[src/rtl/etroc_multi_link_monitor.sv]
// ETROC multi-link monitor.
// Counts header, data and trigger events per link over a fixed statistics
// window, tracks lock losses per link, and presents the statistics of one
// selected link on registered outputs.
module etroc_multi_link_monitor #(
    parameter int NCH         = 4,
    parameter int CNT_W       = 32,
    parameter int TICK_CLOCKS = 40000000,
    parameter int REFRESH_W   = 16,
    parameter int SEL_W       = 2
) (
    input  logic                 clk40,
    input  logic                 reset,
    input  logic                 clr,
    input  logic                 enable,
    input  logic [SEL_W-1:0]     ch_sel,
    input  logic [NCH-1:0]       link_valid,
    input  logic [2*NCH-1:0]     link_type,
    input  logic [NCH-1:0]       link_aligned,
    input  logic [NCH-1:0]       trig_synched,
    input  logic [NCH-1:0]       trig_pulse,
    output logic [CNT_W-1:0]     header_count,
    output logic [CNT_W-1:0]     data_count,
    output logic [CNT_W-1:0]     trig_count,
    output logic [CNT_W-1:0]     unlock_count,
    output logic [REFRESH_W-1:0] refresh_count,
    output logic                 tick,
    output logic [NCH-1:0]       locked_mask,
    output logic                 any_saturated
);

    localparam int                 TIMER_W    = (TICK_CLOCKS > 1) ? $clog2(TICK_CLOCKS) : 1;
    localparam logic [TIMER_W-1:0] TIMER_LAST = TIMER_W'(TICK_CLOCKS - 1);
    localparam logic [CNT_W-1:0]   CNT_MAX    = '1;

    localparam logic [1:0] TYPE_HEADER = 2'b00;
    localparam logic [1:0] TYPE_DATA   = 2'b01;

    // Saturating increment: counters stick at all-ones instead of wrapping.
    function automatic logic [CNT_W-1:0] sat_inc(input logic [CNT_W-1:0] v, input logic inc);
        return (inc && (v != CNT_MAX)) ? v + CNT_W'(1) : v;
    endfunction

    logic [TIMER_W-1:0]   r_timer;
    logic                 r_tick;
    logic [REFRESH_W-1:0] r_refresh;
    logic [NCH-1:0]       r_locked_mask;
    logic                 r_any_sat;

    logic [CNT_W-1:0] r_hdr_acc [NCH];
    logic [CNT_W-1:0] r_dat_acc [NCH];
    logic [CNT_W-1:0] r_trg_acc [NCH];
    logic [CNT_W-1:0] r_hdr_lat [NCH];
    logic [CNT_W-1:0] r_dat_lat [NCH];
    logic [CNT_W-1:0] r_trg_lat [NCH];
    logic [CNT_W-1:0] r_unlock  [NCH];

    logic [CNT_W-1:0] r_hdr_out;
    logic [CNT_W-1:0] r_dat_out;
    logic [CNT_W-1:0] r_trg_out;
    logic [CNT_W-1:0] r_unl_out;

    logic [NCH-1:0] w_linked;
    logic [NCH-1:0] w_hdr_ev;
    logic [NCH-1:0] w_dat_ev;
    logic [NCH-1:0] w_trg_ev;
    logic           w_wrap;
    logic           w_sat_any;

    assign w_linked = link_aligned & trig_synched;
    assign w_wrap   = enable && (r_timer == TIMER_LAST);

    // Decode per-channel event strobes from the valid/type/trigger inputs.
    always_comb begin
        // NOTE: every combinational output gets a default first so no path leaves it unassigned (no latch).
        w_hdr_ev = '0;
        w_dat_ev = '0;
        w_trg_ev = '0;
        for (int i = 0; i < NCH; i++) begin
            w_hdr_ev[i] = link_valid[i] && (link_type[2*i +: 2] == TYPE_HEADER);
            w_dat_ev[i] = link_valid[i] && (link_type[2*i +: 2] == TYPE_DATA);
            w_trg_ev[i] = trig_pulse[i];
        end
    end

    // Flag any counter currently sitting at its saturation value.
    always_comb begin
        w_sat_any = 1'b0;
        for (int i = 0; i < NCH; i++) begin
            if ((r_hdr_acc[i] == CNT_MAX) || (r_dat_acc[i] == CNT_MAX) ||
                (r_trg_acc[i] == CNT_MAX) || (r_unlock[i] == CNT_MAX))
                w_sat_any = 1'b1;
        end
    end

    // Shared window timer, end-of-window pulse and completed-window count.
    always_ff @(posedge clk40 or negedge reset) begin
        if (!reset) begin
            // NOTE: state registers use non-blocking assignments so every flop samples pre-edge values.
            r_timer   <= '0;
            r_tick    <= 1'b0;
            r_refresh <= '0;
        end else if (clr) begin
            r_timer   <= '0;
            r_tick    <= 1'b0;
            r_refresh <= '0;
        end else begin
            r_tick <= w_wrap;
            if (enable) begin
                if (w_wrap) begin
                    r_timer   <= '0;
                    r_refresh <= r_refresh + REFRESH_W'(1);
                end else begin
                    r_timer <= r_timer + TIMER_W'(1);
                end
            end
        end
    end

    // Lock tracking: registered lock mask doubles as the previous-cycle
    // value for detecting 1->0 transitions; unlock counts ignore enable.
    always_ff @(posedge clk40 or negedge reset) begin
        if (!reset) begin
            r_locked_mask <= '0;
            for (int i = 0; i < NCH; i++) r_unlock[i] <= '0;
        end else if (clr) begin
            r_locked_mask <= '0;
            for (int i = 0; i < NCH; i++) r_unlock[i] <= '0;
        end else begin
            r_locked_mask <= w_linked;
            for (int i = 0; i < NCH; i++)
                r_unlock[i] <= sat_inc(r_unlock[i], r_locked_mask[i] && !w_linked[i]);
        end
    end

    // Per-channel window accumulators and latched counts. An event on the
    // wrap cycle seeds the new window rather than closing the old one.
    always_ff @(posedge clk40 or negedge reset) begin
        if (!reset) begin
            // NOTE: these small arrays are flops, not RAM, and must read 0 out of reset, so each entry is reset.
            for (int i = 0; i < NCH; i++) begin
                r_hdr_acc[i] <= '0;
                r_dat_acc[i] <= '0;
                r_trg_acc[i] <= '0;
                r_hdr_lat[i] <= '0;
                r_dat_lat[i] <= '0;
                r_trg_lat[i] <= '0;
            end
        end else if (clr) begin
            for (int i = 0; i < NCH; i++) begin
                r_hdr_acc[i] <= '0;
                r_dat_acc[i] <= '0;
                r_trg_acc[i] <= '0;
                r_hdr_lat[i] <= '0;
                r_dat_lat[i] <= '0;
                r_trg_lat[i] <= '0;
            end
        end else begin
            for (int i = 0; i < NCH; i++) begin
                if (!w_linked[i]) begin
                    r_hdr_acc[i] <= '0;
                    r_dat_acc[i] <= '0;
                    r_trg_acc[i] <= '0;
                    r_hdr_lat[i] <= '0;
                    r_dat_lat[i] <= '0;
                    r_trg_lat[i] <= '0;
                end else if (enable) begin
                    if (w_wrap) begin
                        r_hdr_lat[i] <= r_hdr_acc[i];
                        r_dat_lat[i] <= r_dat_acc[i];
                        r_trg_lat[i] <= r_trg_acc[i];
                        r_hdr_acc[i] <= CNT_W'(w_hdr_ev[i]);
                        r_dat_acc[i] <= CNT_W'(w_dat_ev[i]);
                        r_trg_acc[i] <= CNT_W'(w_trg_ev[i]);
                    end else begin
                        r_hdr_acc[i] <= sat_inc(r_hdr_acc[i], w_hdr_ev[i]);
                        r_dat_acc[i] <= sat_inc(r_dat_acc[i], w_dat_ev[i]);
                        r_trg_acc[i] <= sat_inc(r_trg_acc[i], w_trg_ev[i]);
                    end
                end
            end
        end
    end

    // Sticky saturation flag.
    always_ff @(posedge clk40 or negedge reset) begin
        if (!reset)
            r_any_sat <= 1'b0;
        else if (clr)
            r_any_sat <= 1'b0;
        else
            r_any_sat <= r_any_sat | w_sat_any;
    end

    // Registered output mux for the selected channel; out-of-range selects read 0.
    always_ff @(posedge clk40 or negedge reset) begin
        if (!reset) begin
            r_hdr_out <= '0;
            r_dat_out <= '0;
            r_trg_out <= '0;
            r_unl_out <= '0;
        end else if (clr) begin
            r_hdr_out <= '0;
            r_dat_out <= '0;
            r_trg_out <= '0;
            r_unl_out <= '0;
        end else begin
            r_hdr_out <= '0;
            r_dat_out <= '0;
            r_trg_out <= '0;
            r_unl_out <= '0;
            for (int i = 0; i < NCH; i++) begin
                if (ch_sel == SEL_W'(i)) begin
                    r_hdr_out <= r_hdr_lat[i];
                    r_dat_out <= r_dat_lat[i];
                    r_trg_out <= r_trg_lat[i];
                    r_unl_out <= r_unlock[i];
                end
            end
        end
    end

    assign header_count  = r_hdr_out;
    assign data_count    = r_dat_out;
    assign trig_count    = r_trg_out;
    assign unlock_count  = r_unl_out;
    assign refresh_count = r_refresh;
    assign tick          = r_tick;
    assign locked_mask   = r_locked_mask;
    assign any_saturated = r_any_sat;

endmodule

[config.mk]
export PLATFORM = sky130hd
export DESIGN_NAME = etroc_multi_link_monitor
export DESIGN_NICKNAME = d
export VERILOG_FILES = /design/src/rtl/etroc_multi_link_monitor.sv
export SDC_FILE = /design/constraint.sdc
export NUM_CORES = 2
export LEC_CHECK = 0
export CORE_MARGIN = 2
export CORE_UTILIZATION = 60
export CTS_BUF_LIST = sky130_fd_sc_hd__clkbuf_16
export CTS_CLUSTER_SIZE = 28
export DETAILED_ROUTE_END_ITERATION = 16
export GPL_ROUTABILITY_DRIVEN = 1
export GPL_TIMING_DRIVEN = 0
export PLACE_DENSITY = 0.78
export SLEW_MARGIN = 20
export SYNTH_ARGS = -nofsm -noshare
export SYNTH_HDL_FRONTEND = slang
export SYNTH_SLANG_ARGS = --single-unit
export TNS_END_PERCENT = 100
[constraint.sdc]
create_clock -name clk40 -period 7.1 [get_ports clk40]
set_input_delay 1.42 -clock clk40 [delete_from_list [all_inputs] [get_ports clk40]]
set_output_delay 1.42 -clock clk40 [all_outputs]
set_load 0.005 [all_outputs]
Yosys cells after proc, flatten, opt, wreduce, memory -nomap -nowiden
Cells that the tools add are included.
- flip-flop bits (word level): 1072
- bits of input ports: 30
- output and inout port bits: 150
- logic and storage cells: 318
- add/subtract/negate cells: 18
- equal/unequal tests: 60
- muxes and demuxes: 128
- bitwise operators: 2
- reductions and logical operators: 73
- operators with widths (operator ; number):
    2-to-1 mux 32 bit ; 108
    2-to-1 mux 128 bit ; 7
    adder 32 x 1 -> 32 bit (second input constant) ; 16
    equality test 32 bit (second input constant) ; 16
    inequality test 32 bit (second input constant) ; 16
    2-to-1 mux 26 bit ; 3
    2-to-1 mux 16 bit ; 3
    inequality test 4 x 2 -> 1 bit (second input constant) ; 12
    AND reduction 2 bit ; 17
    logical AND 1 bit ; 29
    adder 26 x 1 -> 26 bit (second input constant) ; 1
    equality test 26 bit (second input constant) ; 1
    adder 16 x 1 -> 16 bit (second input constant) ; 1
    logical OR 1 bit ; 12
    inequality test 3 x 2 -> 1 bit (second input constant) ; 4
    inequality test 3 bit (second input constant) ; 4
    nonzero test 2 bit ; 6
    equality test 2 x 1 -> 1 bit (second input constant) ; 5
    zero test 2 bit ; 5
    2-to-1 mux 1 bit ; 6
    AND 4 bit ; 1
    equality test 2 bit (second input constant) ; 2
    zero test 1 bit ; 4
    2-to-1 mux 4 bit ; 1
    bitwise OR 1 bit ; 1

Longest topological paths before layout
- depth after elaboration: 10
- mapped depth: 10
- mapped depth without buffers: 7

Worst setup path after synthesis
No wires, ideal clock.
- path type: input port to flip-flop
- from: input port enable
- to: register r_dat_acc[33] (netlist bit)
- setup time: 0.138 ns
- arrival: 3.237 ns
- data required time: 6.962 ns
- slack: 3.725 ns
- cell stages on the path: 9
- path buffers: 5
- cell sequence: clkbuf_1 -> nand4_1 -> or3_1 -> clkbuf_1 -> nand2_1 -> clkbuf_1 -> clkbuf_1 -> clkbuf_1 -> a21oi_1
- cells in the longest elaborated chain, start to end: 5
- elaborated cells on any way between the ends: 8
- those cells by class: eq/ne: 2; mux: 4; reduce/logical: 2
- ends and longest elaborated chain (item ; RTL line ; source):
    start, declared ; 15 ; input logic enable,
    logical AND 1 bit ; 71 ; assign w_wrap = enable && (r_timer == TIMER_LAST);
    2-to-1 mux 32 bit ; 168 ; if (w_wrap) begin
    2-to-1 mux 32 bit ; 167 ; end else if (enable) begin
    2-to-1 mux 32 bit ; 160 ; if (!w_linked[i]) begin
    2-to-1 mux 128 bit ; 149 ; end else if (clr) begin
    end signal, assigned by index ; 173 ; r_dat_acc[i] <= CNT_W'(w_dat_ev[i]);
    end signal, assigned by index ; 177 ; r_dat_acc[i] <= sat_inc(r_dat_acc[i], w_dat_ev[i]);
    end, declared ; 51 ; logic [CNT_W-1:0] r_dat_acc [NCH];
Parallel ways exist; a longest one is shown, timed or not. The select of a mux whose other input is x is not followed.
A chain may end at the register's enable or synchronous reset.

Worst setup path after layout
- from: input port clr
- to: register r_hdr_acc[63] (netlist bit)
- cells in the longest elaborated chain, start to end: 2
- elaborated cells on any way between the ends: 4
- those cells by class: eq/ne: 2; mux: 1; reduce/logical: 1
- ends and longest elaborated chain (item ; RTL line ; source):
    start, declared ; 14 ; input logic clr,
    inequality test 4 x 2 -> 1 bit (no source line) or inequality test 3 bit (tied branches) ; - ;
    AND reduction 2 bit (no source line) ; - ;
    end signal, assigned by index ; 172 ; r_hdr_acc[i] <= CNT_W'(w_hdr_ev[i]);
    end signal, assigned by index ; 176 ; r_hdr_acc[i] <= sat_inc(r_hdr_acc[i], w_hdr_ev[i]);
    end, declared ; 50 ; logic [CNT_W-1:0] r_hdr_acc [NCH];
Parallel ways exist; a longest one is shown, timed or not.

==> flow_metrics.env <==
export IMPL_outcome="finished, final reports clean"
export IMPL_hp_class="reg2reg"
export IMPL_synth_flop_cell="dfrtp_1"
export IMPL_worstSkewPairLatency_ps=700
export IMPL_synthMuxAreaShare=0.0584
export IMPL_drive_gt1_frac=0.0647
export IMPL_rr_startpoint="r_timer[0]"
export IMPL_dp_hpwl_um=117000
export IMPL_dr_pass1_iters=6
export IMPL_fin_cells=6959
export IMPL_ys_async_sr_fraction=1.00
export IMPL_synth_xor_area_frac=0.0600
export IMPL_synth_compound_area_share=0.0804
export IMPL_die_x_um=298
export IMPL_cp_num_cells=8
export IMPL_antenna_found_initial=4
export IMPL_regToRegSetupSlack_ps=2370
export IMPL_syn_nets=5465
export IMPL_wl_per_cell_um=23.1
export IMPL_postCtsSetupBuffers=0
export IMPL_clock_path_buffers=3
export IMPL_cts_tree="built"
export IMPL_relSlewSlack=0.137
export IMPL_p_leak_nw=22.8
export IMPL_path_cells="clkdlybuf4s50_1 > nand3b_1 > inv_1 > nand2_1 > clkbuf_1 > clkbuf_1 > clkbuf_1 > a21oi_1"
export IMPL_max_freq_mhz=171
export IMPL_arrival_ps=6370
export IMPL_drt_initial_drc_count=5752
export IMPL_ant_nets=0
export IMPL_synth_top_family_by_area="simple AND/OR/NAND/NOR gates"
export IMPL_syn_instance_count=5417
export IMPL_place_congestion=0.968
export IMPL_grt_pass1_wl_um=247000
export IMPL_tightest_slew_ps=1290
export IMPL_synthToLayoutAreaGrowth_pct=14.0
export IMPL_slew_violations=0
export IMPL_crit_top_cell="clkbuf_1"
export IMPL_tns_ps=0
export IMPL_finalPower_mw=12.5
export IMPL_powerDensity_nw_per_um2=211
export IMPL_cts_resized=0
export IMPL_die_h_um=298
export IMPL_path_clk_slew_ps=60
export IMPL_synth_edf_count=0
export IMPL_overflow=0
export IMPL_cap_violations=0
export IMPL_drt_total_wl_um=161000
export IMPL_grt_start_max_net_pins=126
export IMPL_hp_start="r_dat_lat[89]"
export IMPL_layout_commonest_cell="dfrtp_1"
export IMPL_required_ps=7610
export IMPL_start_kind="input pin"
export IMPL_finalCriticalPeriod_ps=5860
export IMPL_finalSetupViolations=0
export IMPL_yosysSeqAreaShare=0.516
export IMPL_synth_distinct_cells=76
export IMPL_worst_ir_drop_vdd_v=0.000208
export IMPL_startpoint="clr"
export IMPL_period_share=0.826
export IMPL_crit_buf_inv=5
export IMPL_port_buffers=177
export IMPL_grt_total_usage=0.359
export IMPL_path_class="in2reg"
export IMPL_cts_buffers_inserted=110
export IMPL_worstReg2RegEnd="r_hdr_acc[63]"
export IMPL_core_um2=85500
export IMPL_post_route_drc_count=0
export IMPL_holdBufCountCts=0
export IMPL_start_util=0.607
export IMPL_syn_avg_cell_area_um2=9.59
export IMPL_detail_route_vias_per_cell=6.39
export IMPL_yosysWarnings=0
export IMPL_fin_util=0.692
export IMPL_root_buffer="clkbuf_16"
export IMPL_dieArea_um2=88900
export IMPL_seq_area_um2=26800
export IMPL_min_to="r_dat_lat[89]"
export IMPL_multi_input_area_um2=23700
export IMPL_crit_path_end_kind="flip-flop"
export IMPL_mostFrequentLayoutCells="dfrtp_1, nand2_1, a21oi_1, nor2_1, clkbuf_1"
export IMPL_skew_ps=42.5
export IMPL_first_global_vias=42483
export IMPL_clock_sinks=1072
export IMPL_h_tree_depth=3
export IMPL_cpPeakStageDelay_ps=840
export IMPL_vias=44478
export IMPL_n_fill_cell=6480
export IMPL_synthAdderAreaFrac=0.00434
export IMPL_synth_simple_gate_area_frac=0.252
export IMPL_crit_family="buffers and inverters"
export IMPL_holdWs_ps=517
export IMPL_synth_seq_cells=1072
export IMPL_r2r_cells=10
export IMPL_layout_nets=5768
export IMPL_std_cell_rows=107
export IMPL_hold_path_depth=2
export IMPL_io_pins=180
export IMPL_dp_cells=6751
export IMPL_rsz0062_at_grt="false"
export IMPL_cp_max_fo=10
export IMPL_final_hold_viol_count=0
export IMPL_slowest_stage="clkdlybuf4s50_1"
export IMPL_synth_area_um2=51900
## report_power, final
part	internal, mW	switching, mW	total [mW]
clock network	3.45	2.50	5.95
logic	0.0946	0.359	0.454
registers	6.11	0.00580	6.12
## worst max path at each step
stage	slack, ps	endpoint
2_1_floorplan	3730	r_dat_acc[33]
3_3_place_gp	-43590	r_trg_acc[42]
3_5_place_dp	790	r_hdr_acc[63]
4_1_cts	1480	r_hdr_acc[63]
5_1_grt	1350	r_hdr_acc[63]
6_report	1240	r_hdr_acc[63]
## kinds of logic after synthesis
family / after synthesis
multiplexers: 142
adder cells (fa/ha/maj): 18
AND/OR/NAND/NOR: 2679
flip-flops: 1072
XOR/XNOR: 356
AO/OA/AOI/OAI: 770
buffers and inverters: 380
## cell usage after synthesis (all sizes together) (4+ instances only)
| cell type | number | area share |
|---|---|---|
| or3 | 109 | 0.013 |
| o31a | 4 | 0.00067 |
| nand4 | 217 | 0.027 |
| clkbuf | 288 | 0.021 |
| nor4bb | 4 | 0.00077 |
| and4b | 5 | 0.00096 |
| or2 | 10 | 0.0012 |
| and4 | 55 | 0.0093 |
| and2 | 39 | 0.0047 |
| nor4 | 100 | 0.012 |
| mux2 | 8 | 0.0017 |
| and3 | 86 | 0.010 |
| inv | 52 | 0.0038 |
| nand3b | 5 | 0.00072 |
| o31ai | 38 | 0.0055 |
| a21oi | 541 | 0.052 |
| nor2 | 445 | 0.032 |
| a31oi | 6 | 0.00072 |
| a31o | 7 | 0.0012 |
| ha | 18 | 0.0043 |
| nand3 | 225 | 0.022 |
| xnor2 | 184 | 0.031 |
| nor4b | 18 | 0.0030 |
| nor3 | 110 | 0.011 |
| or4 | 66 | 0.0098 |
| nand2b | 5 | 0.00060 |
| o21ai | 119 | 0.011 |
| mux4 | 128 | 0.055 |
| nor2b | 139 | 0.017 |
| nand2 | 1013 | 0.073 |
| buf | 40 | 0.0034 |
| o211ai | 14 | 0.0020 |
| nand4b | 8 | 0.0013 |
| nor3b | 12 | 0.0018 |
| o21a | 15 | 0.0022 |
| a211oi | 9 | 0.0013 |
| xor2 | 172 | 0.029 |
| mux2i | 6 | 0.0012 |
| dfrtp | 1072 | 0.52 |
## state kept, by name (all words and copies together), names as in the netlist, 4 cells and up
name           flops
r_unlock         128
header_count      32
unlock_count      32
trig_count        32
locked_mask        4
r_hdr_acc        128
r_hdr_lat        128
r_dat_acc        128
r_trg_acc        128
r_trg_lat        128
data_count        32
r_dat_lat        128
r_timer           26
refresh_count     16
## metal layers
| metal | routed length, µm | global-route usage |
|---|---|---|
| met4 | 9260 | 0.183 |
| met2 | 72700 | 0.549 |
| met5 | 36 | 0 |
| met1 | 62400 | 0.487 |
| met3 | 16500 | 0.0786 |
## worst reg2reg max path, delay by kind of cell (launching register included)
| kind | cells | cell delay (ps) |
|---|---|---|
| AOI/OAI and AO/OA | 1 | 150 |
| adders and majority gates | 1 | 210 |
| buffers and inverters | 4 | 2700 |
| DFF | 1 | 390 |
| and+or+nand+nor | 4 | 1130 |
## area by class of cell
| type | instances | share of cell area |
|---|---|---|
| Antenna cell | 6 | 0.000254 |
| Buffer | 328 | 0.0215 |
| Clock buffer | 113 | 0.0477 |
| Clock inverter | 88 | 0.0139 |
| Inverter | 52 | 0.00330 |
| Multi-Input combinational cell | 3965 | 0.401 |
| Sequential cell | 1072 | 0.453 |
| Tap cell | 1144 | 0.0242 |
| Timing Repair Buffer | 191 | 0.0355 |
## metrics by stage
stage	setup WS [ps]	instance area, µm²
after floorplan	3730	51900
after global placement	-43590	55100
after detailed placement	787	55500
after CTS	1480	59200
after global routing	1350	59200
final	1240	59200
No activity file was read; power rests on OpenSTA's default activity.
